**src/rtl/stream_to_bram_capture_pkg.sv**
```systemverilog
// capture_pkg: shared types and constants for the stream-to-BRAM capture path.
// The pad length matches the upstream BRAM-to-stream source.
package capture_pkg;

    typedef enum logic [1:0] {
        SYNC,
        CAPTURE,
        DRAIN,
        DROP
    } state_t;

    localparam int LANE_WIDTH            = 24;
    localparam int BANK_COUNT            = 2;
    localparam int DEFAULT_CAPTURE_WORDS = 1024;
    localparam int FILTER_SIZE           = 32;

    function automatic logic [31:0] sext_lane(input logic [LANE_WIDTH-1:0] x);
        return {{(32-LANE_WIDTH){x[LANE_WIDTH-1]}}, x};
    endfunction

endpackage

```
**src/rtl/stream_to_bram_capture_if.sv**
```systemverilog
// stream_to_bram_capture_if: AXI4-Stream sample channel between source and capture.
interface stream_to_bram_capture_if #(
    parameter int W = 48
);

    logic         TVALID;
    logic         TREADY;
    logic         TLAST;
    logic [W-1:0] TDATA;
    logic [W/8-1:0] TSTRB;

    modport master (output TVALID, TDATA, TSTRB, TLAST, input TREADY);
    modport slave  (input TVALID, TDATA, TSTRB, TLAST, output TREADY);

endinterface

```
**src/rtl/stream_to_bram_capture_bank_tracker.sv**
```systemverilog
// bank_tracker: ping-pong bank ownership; a bank stays full until the reader releases it.
module bank_tracker
    import capture_pkg::*;
(
    input  logic                  clk,
    input  logic                  rst,
    input  logic                  set_i,
    input  logic [BANK_COUNT-1:0] release_i,
    input  logic                  query_i,
    output logic                  wr_bank_o,
    output logic [BANK_COUNT-1:0] full_o,
    output logic                  free_o
);

    logic                  wr_bank_q, wr_bank_d;
    logic [BANK_COUNT-1:0] full_q, full_d;

    // Set after release so a simultaneous fill and release leaves the bank full
    always_comb begin
        full_d = full_q & ~release_i;
        if (set_i) full_d[wr_bank_q] = 1'b1;
        wr_bank_d = wr_bank_q ^ set_i;
    end

    always_ff @(posedge clk or posedge rst) begin
        if (rst) begin
            full_q    <= '0;
            wr_bank_q <= 1'b0;
        end else begin
            full_q    <= full_d;
            wr_bank_q <= wr_bank_d;
        end
    end

    // A release arriving with the query already frees the bank
    assign free_o    = ~full_q[query_i] | release_i[query_i];
    assign wr_bank_o = wr_bank_q;
    assign full_o    = full_q;

endmodule

```
**src/rtl/stream_to_bram_capture.sv**
```systemverilog
// stream_to_bram_capture: stores the first CAPTURE_WORDS beats of each TLAST frame
// into a two-bank BRAM and reports completed banks, overruns and short frames.
module stream_to_bram_capture
    import capture_pkg::*;
#(
    parameter int BRAM_DEPTH_BITS    = 11,
    parameter int S_AXIS_TDATA_WIDTH = 48,
    parameter int BRAM_TDATA_WIDTH   = 64,
    parameter int CAPTURE_WORDS      = DEFAULT_CAPTURE_WORDS
) (
    input  logic                        S_AXIS_ACLK,
    input  logic                        S_AXIS_ARESET,
    stream_to_bram_capture_if.slave     s_axis,
    input  logic                        CAPTURE_EN,
    input  logic [BANK_COUNT-1:0]       BANK_RELEASE,
    output logic [BRAM_DEPTH_BITS-1:0]  BRAM_ADDR,
    output logic [BRAM_TDATA_WIDTH-1:0] BRAM_DATAOUT,
    output logic                        BRAM_WE,
    output logic                        FRAME_DONE,
    output logic                        DONE_BANK,
    output logic [BANK_COUNT-1:0]       BANK_FULL,
    output logic                        OVERRUN,
    output logic                        SHORT_FRAME,
    input  logic                        STATUS_CLR
);

    localparam int               CTR_W    = BRAM_DEPTH_BITS - 1;
    localparam logic [CTR_W-1:0] LAST_IDX = CTR_W'(CAPTURE_WORDS - 1);

    state_t                        state_q, state_d;
    logic [CTR_W-1:0]              ctr_q, ctr_d;
    logic                          tready_q;
    logic                          we_q;
    logic [BRAM_DEPTH_BITS-1:0]    addr_q;
    logic [BRAM_TDATA_WIDTH-1:0]   data_q;
    logic                          done_q, done_bank_q;
    logic                          ovr_q, ovr_d;
    logic                          short_q, short_d;
    logic                          beat, boundary, set_full, short_err, ovr_err;
    logic                          wr_bank, bank_free;
    logic [S_AXIS_TDATA_WIDTH-1:0] tdata;
    logic                          unused_tstrb;

    assign tdata        = s_axis.TDATA;
    assign unused_tstrb = ^s_axis.TSTRB;
    assign beat         = s_axis.TVALID & tready_q;

    bank_tracker u_banks (
        .clk       (S_AXIS_ACLK),
        .rst       (S_AXIS_ARESET),
        .set_i     (set_full),
        .release_i (BANK_RELEASE),
        .query_i   (set_full ? ~wr_bank : wr_bank),
        .wr_bank_o (wr_bank),
        .full_o    (BANK_FULL),
        .free_o    (bank_free)
    );

    // Every TLAST that ends a frame funnels through one boundary check; a completed
    // frame queries the bank it is about to toggle to.
    always_comb begin
        state_d   = state_q;
        ctr_d     = ctr_q;
        boundary  = 1'b0;
        set_full  = 1'b0;
        short_err = 1'b0;
        case (state_q)
            SYNC, DROP: boundary = beat & s_axis.TLAST;
            CAPTURE: begin
                if (beat) begin
                    ctr_d     = (ctr_q == LAST_IDX || s_axis.TLAST) ? '0 : ctr_q + 1'b1;
                    boundary  = s_axis.TLAST;
                    set_full  = s_axis.TLAST & (ctr_q == LAST_IDX);
                    short_err = s_axis.TLAST & (ctr_q != LAST_IDX);
                    state_d   = (ctr_q == LAST_IDX && !s_axis.TLAST) ? DRAIN : CAPTURE;
                end
            end
            DRAIN: begin
                boundary = beat & s_axis.TLAST;
                set_full = beat & s_axis.TLAST;
            end
        endcase
        if (boundary) state_d = !CAPTURE_EN ? SYNC : bank_free ? CAPTURE : DROP;
        ovr_err = boundary & CAPTURE_EN & ~bank_free;
        ovr_d   = ovr_err | (ovr_q & ~STATUS_CLR);
        short_d = short_err | (short_q & ~STATUS_CLR);
    end

    always_ff @(posedge S_AXIS_ACLK or posedge S_AXIS_ARESET) begin
        if (S_AXIS_ARESET) begin
            state_q     <= SYNC;
            ctr_q       <= '0;
            tready_q    <= 1'b0;
            we_q        <= 1'b0;
            addr_q      <= '0;
            data_q      <= '0;
            done_q      <= 1'b0;
            done_bank_q <= 1'b0;
            ovr_q       <= 1'b0;
            short_q     <= 1'b0;
        end else begin
            state_q     <= state_d;
            ctr_q       <= ctr_d;
            tready_q    <= 1'b1;
            we_q        <= beat & (state_q == CAPTURE);
            addr_q      <= {wr_bank, ctr_q};
            data_q      <= BRAM_TDATA_WIDTH'({sext_lane(tdata[2*LANE_WIDTH-1:LANE_WIDTH]),
                                              sext_lane(tdata[LANE_WIDTH-1:0])});
            done_q      <= set_full;
            done_bank_q <= set_full ? wr_bank : done_bank_q;
            ovr_q       <= ovr_d;
            short_q     <= short_d;
        end
    end

    assign s_axis.TREADY = tready_q;
    assign BRAM_WE       = we_q;
    assign BRAM_ADDR     = addr_q;
    assign BRAM_DATAOUT  = data_q;
    assign FRAME_DONE    = done_q;
    assign DONE_BANK     = done_bank_q;
    assign OVERRUN       = ovr_q;
    assign SHORT_FRAME   = short_q;

endmodule

```
**src/flat_wrapper.sv**
```systemverilog
// flat-port wrapper written by rule: the top's interface ports become plain ports
module stream_to_bram_capture_flat import capture_pkg::*;
#(
    parameter int BRAM_DEPTH_BITS    = 11,
    parameter int S_AXIS_TDATA_WIDTH = 48,
    parameter int BRAM_TDATA_WIDTH   = 64,
    parameter int CAPTURE_WORDS      = DEFAULT_CAPTURE_WORDS
)
  (S_AXIS_ACLK, S_AXIS_ARESET, CAPTURE_EN, BANK_RELEASE, BRAM_ADDR, BRAM_DATAOUT, BRAM_WE, FRAME_DONE, DONE_BANK, BANK_FULL, OVERRUN, SHORT_FRAME, STATUS_CLR, s_axis_TVALID, s_axis_TDATA, s_axis_TSTRB, s_axis_TLAST, s_axis_TREADY);
  stream_to_bram_capture_if #(.W(48)) s_axis_i ();
  input  logic S_AXIS_ACLK;
  input  logic S_AXIS_ARESET;
  input  logic CAPTURE_EN;
  input  logic [BANK_COUNT-1:0] BANK_RELEASE;
  output logic [BRAM_DEPTH_BITS-1:0] BRAM_ADDR;
  output logic [BRAM_TDATA_WIDTH-1:0] BRAM_DATAOUT;
  output logic BRAM_WE;
  output logic FRAME_DONE;
  output logic DONE_BANK;
  output logic [BANK_COUNT-1:0] BANK_FULL;
  output logic OVERRUN;
  output logic SHORT_FRAME;
  input  logic STATUS_CLR;
  input wire logic [$bits(s_axis_i.TVALID)-1:0] s_axis_TVALID;
  input wire logic [$bits(s_axis_i.TDATA)-1:0] s_axis_TDATA;
  input wire logic [$bits(s_axis_i.TSTRB)-1:0] s_axis_TSTRB;
  input wire logic [$bits(s_axis_i.TLAST)-1:0] s_axis_TLAST;
  output wire logic [$bits(s_axis_i.TREADY)-1:0] s_axis_TREADY;
  assign s_axis_i.TVALID = s_axis_TVALID;
  assign s_axis_i.TDATA = s_axis_TDATA;
  assign s_axis_i.TSTRB = s_axis_TSTRB;
  assign s_axis_i.TLAST = s_axis_TLAST;
  assign s_axis_TREADY = s_axis_i.TREADY;
  stream_to_bram_capture #(.BRAM_DEPTH_BITS(BRAM_DEPTH_BITS), .S_AXIS_TDATA_WIDTH(S_AXIS_TDATA_WIDTH), .BRAM_TDATA_WIDTH(BRAM_TDATA_WIDTH), .CAPTURE_WORDS(CAPTURE_WORDS)) u_core (.S_AXIS_ACLK(S_AXIS_ACLK), .S_AXIS_ARESET(S_AXIS_ARESET), .s_axis(s_axis_i), .CAPTURE_EN(CAPTURE_EN), .BANK_RELEASE(BANK_RELEASE), .BRAM_ADDR(BRAM_ADDR), .BRAM_DATAOUT(BRAM_DATAOUT), .BRAM_WE(BRAM_WE), .FRAME_DONE(FRAME_DONE), .DONE_BANK(DONE_BANK), .BANK_FULL(BANK_FULL), .OVERRUN(OVERRUN), .SHORT_FRAME(SHORT_FRAME), .STATUS_CLR(STATUS_CLR));
endmodule
```
**config.mk**
```make
export PLATFORM = sky130hd
export DESIGN_NAME = stream_to_bram_capture_flat
export DESIGN_NICKNAME = d
export VERILOG_FILES = /design/src/rtl/stream_to_bram_capture_pkg.sv /design/src/rtl/stream_to_bram_capture_if.sv /design/src/rtl/stream_to_bram_capture_bank_tracker.sv /design/src/rtl/stream_to_bram_capture.sv /design/src/flat_wrapper.sv
export SDC_FILE = /design/constraint.sdc
export NUM_CORES = 1
export LEC_CHECK = 0
export CORE_UTILIZATION = 38
export DETAILED_ROUTE_END_ITERATION = 12
export GPL_ROUTABILITY_DRIVEN = 0
export PLACE_DENSITY = 0.8
export SYNTH_ARGS = -nofsm -noshare
export SYNTH_HDL_FRONTEND = slang
export SYNTH_SLANG_ARGS = --single-unit
```
**constraint.sdc**
```tcl
create_clock -name S_AXIS_ACLK -period 3.45 [get_ports S_AXIS_ACLK]
set_input_delay 0.5175 -clock S_AXIS_ACLK [delete_from_list [all_inputs] [get_ports S_AXIS_ACLK]]
set_output_delay 0.5175 -clock S_AXIS_ACLK [all_outputs]
set_load 0.02 [all_outputs]
```
==> results.md <==
* Clock buffer count from CTS at 9
* CP top delay family: simple AND/OR/NAND/NOR gates
* Crit Path Max Fanout at 5
* Violated checks: DRC
* Sequential fraction of the synthesis area at 77.3%
* Port Buffer Count at 138
* Die Ht at 84.5 µm
* Post CTS Setup Buffer Count at 0
* Syn_area_per_cell at 15.1 µm²
* Antenna violations before repair at 0
* Final TNS setup at 0 ns
* Switch share at 26.8%
* Critical path buffers and inverters at 0
* Root buffer cell: clkbuf_8
* Leak at 1.84 nW
* Clock skew at 0.00777 ns
* Met2 Use GR at 32.7%
* Vias in the first global route at 1898
* Internal Power at 1.61 mW
* Final Instance Area at 4160 µm²
* Netlist cell types at 32
* Setup crit start kind: flip-flop
* Post-CTS Resized at 0
* Synth top area share at 77.3%
* R2R Setup Slk at 1.30 ns
* Worst setup EP type: flip-flop
* Clock Path Buffers at 2
* Cells along the critical path: ha_1 -> and4_4 -> a41o_1 -> and3_4 -> or4_4 -> a32oi_2
* Ports at 145
* Hold Crit Depth at 0
* Met3 usage at around 4.2%
* Post-synth EDFFs at 0
* Antenna viol nets, final at 0
* Die area at 7150 µm²
* Drt initial violations at 73
* Critical path depth in cells at 6
* Hold Crit Start: u_core.u_banks.wr_bank_o
* Placement Setup Slack at 1.06 ns
* Final Setup Violations at 0
* Hold slack final at around 0.41 ns
* Clk Latency, worst-skew pair at 0.33 ns
* First-pass GRT wire length at ~9.6 mm
* Antenna diodes at 0
* Worst r2r src: u_core.ctr_q[0]
* Routed WL at 5.99 mm
* Worst setup margin at 1.30 ns
* CORE AREA at ~6500 µm²
* Synth area leaders: dfrtp_1 77%, buf_4 4.6%, ha_1 1.4%
* Maximum VDD drop at 0.000235 V
* Post-Layout Cell Count at 389
* Measured slew at the worst slew-check pin at 0.765 ns
* Syn_nets at 237
* Worst setup startpoint: u_core.ctr_q[0]
* Max-cap violations at 0
* Post-Syn Instances at 172
* Starting Density at 40.1%
* Vias at approximately 1.8k
* CP required at 3.71 ns
* H-tree Lvls at 3
* Crit-path slowest cell: or4_4
* Post-synthesis compound-gate area fraction at under 10%
* Hold Path Class: flip-flop to flip-flop
* Residual DRC at 16
* Global routing's busiest layer: met2
* Final period utilization at 62.3%
* Nets at 372
* Depth of the worst register-to-register path at 6
* Layout cell share with drive strength beyond 1 at around 8.7%
* Status: finished with violations
* # clock sinks at 80
* Synthesized-area fraction occupied by adder cells at 1.45%
* Final core occ at 64.4%
* Dpl cells at 373
* Vias/cell at 4.64
* GRT Util Overall at 18.0%
* #FFs+latches synth at 80
* RSZ-0062 raised after global routing: false
* Synthesis Warnings at 0
* Hold_buf cts at 0
* Worst path max stage delay at 0.52 ns
* Synth Area in XOR/XNOR at ~1.7%
* Synthesis-to-layout area growth at 60.7%
* Cell taking the most area after synthesis: dfrtp_1
* Slew HR at 48.9%
* CTS tree: yes
* Drt wl/cell at 15.4 µm
* Die width at approximately 85 µm
* Row count at 29
* Mux share of post-synthesis cell area at less than 1%
* Combinational Power Share at between 20% and 30%
* Simple-Gate Fraction of Synth Area at under 10%
* Largest net degree at the start of global routing at 47
* Minimum clock period at 2.15 ns
* Switching pwr at 0.589 mW
* CP Class: flip-flop to flip-flop
* Slew Limit Fails at 0
* Power per Cell Area at 529 nW/µm²
* Async SR Flop Fraction at 100%
* Power Total at 2.20 mW
* Area after DPL at 3960 µm²
* Reg clk slew, reported paths at 0.08 ns
* Final Hold Fails at 0
* Flop pwr share at 49.5%
* Detailed Routing Iterations Pass 1 at 9
* Clock power frac at 30.5%
* GR Util met1 at 19.5%
* Post-Syn Area at 2590 µm²
* Crit path arrival time at 2.41 ns
* HPWL Detailed at about 4.6 mm
* Ys flop type: dfrtp_1
* Largest family of logic cells by synthesized area: simple AND/OR/NAND/NOR gates
* Total grt overflow at 0
* Worst Hold End: u_core.BRAM_ADDR[10]
* Worst R2R End: u_core.state_q[1]
* Top achievable clock speed at 466 MHz
[cell usage after synthesis, types with 2 or more instances]
library cell / instances
xnor2_1: 2
o21ai_0: 4
a21oi_1: 4
a31oi_1: 2
nor2_1: 8
nand3_1: 4
and2_1: 2
or3_1: 3
nand2_1: 8
buf_4: 16
nand2b_1: 2
ha_1: 3
dfrtp_1: 80
xor2_1: 3
nand4_1: 3
o21ai_1: 3
nor2b_1: 2
and4_4: 2
inv_1: 8
[worst max-delay path by stage]
stage | endpoint | slack [ns]
after floorplan | u_core.BRAM_ADDR[0] | 0.88
after global placement | u_core.state_q[1] | 1.14
after detailed placement | u_core.state_q[1] | 1.06
after CTS | u_core.state_q[1] | 1.31
after global routing | u_core.state_q[1] | 1.24
final | u_core.state_q[1] | 1.30
[cell usage in the layout (no fill, tap or decap), types with 2 or more instances in the layout]
cell type	count
clkdlybuf4s50_1	138
dfrtp_1	80
clkbuf_8	10
nor2_1	8
nand2_1	8
inv_1	7
clkinv_2	5
nand3_1	4
o21ai_0	4
a21oi_1	4
xor2_1	3
nand4_1	3
or3_1	3
o21ai_1	3
ha_1	3
and4_4	2
a31oi_1	2
and2_1	2
xnor2_1	2
nor2b_1	2
nand2b_1	2
buf_4	2
[worst reg2reg max path, delay by kind of cell, from the launching register on]
kind / cells / cell delay, ns
AOI/OAI and AO/OA: 2 / 0.46
adders and majority gates: 1 / 0.26
DFF: 1 / 0.43
and+or+nand+nor: 3 / 0.92
[cell type report]
type / instances / area [µm²]
Tap cell: 77 / 96.3
Fill cell: 474 / 2300
Inverter: 9 / 35.0
Timing Repair Buffer: 140 / 1400
Clock buffer: 10 / 138
Sequential cell: 80 / 2000
Multi-Input combinational cell: 67 / 433
Clock inverter: 6 / 58.8
[flip-flops by register name (all words and copies together), names as in the netlist]
name and cells:
u_core.BRAM_ADDR 11, u_core.BRAM_DATAOUT 48, u_core.BRAM_WE 1, u_core.DONE_BANK 1, u_core.FRAME_DONE 1, u_core.OVERRUN 1
u_core.SHORT_FRAME 1, u_core.ctr_q 10, u_core.s_axis.TREADY 1, u_core.state_q 2, u_core.u_banks.full_o 2, u_core.u_banks.wr_bank_o 1
[layer usage]
layer  up-vias  share of wire, %
met4         0               2.4
met2        87                55
met5         -                 0
met1       884                35
met3        14               7.7
li1        821                 -
[cell families after synthesis]
group / Yosys count
xor+xnor: 5
other cells: 1
fa+ha+maj: 3
simple gates: 40
compound gates: 17
buf+inv: 25
mux: 1
flops: 80
[power groups by stage]
| stage | Clock [mW] | Combinational, mW | Sequential (mW) |
|---|---|---|---|
| 2_1_floorplan | 0 | 0.130 | 1.18 |
| 3_3_place_gp | 0 | 0.434 | 1.10 |
| 3_5_place_dp | 0 | 0.446 | 1.11 |
| 4_1_cts | 0.694 | 0.446 | 1.09 |
| 5_1_grt | 0.733 | 0.475 | 1.10 |
| 6_report | 0.670 | 0.441 | 1.09 |
(Power assumes the default switching activity.)
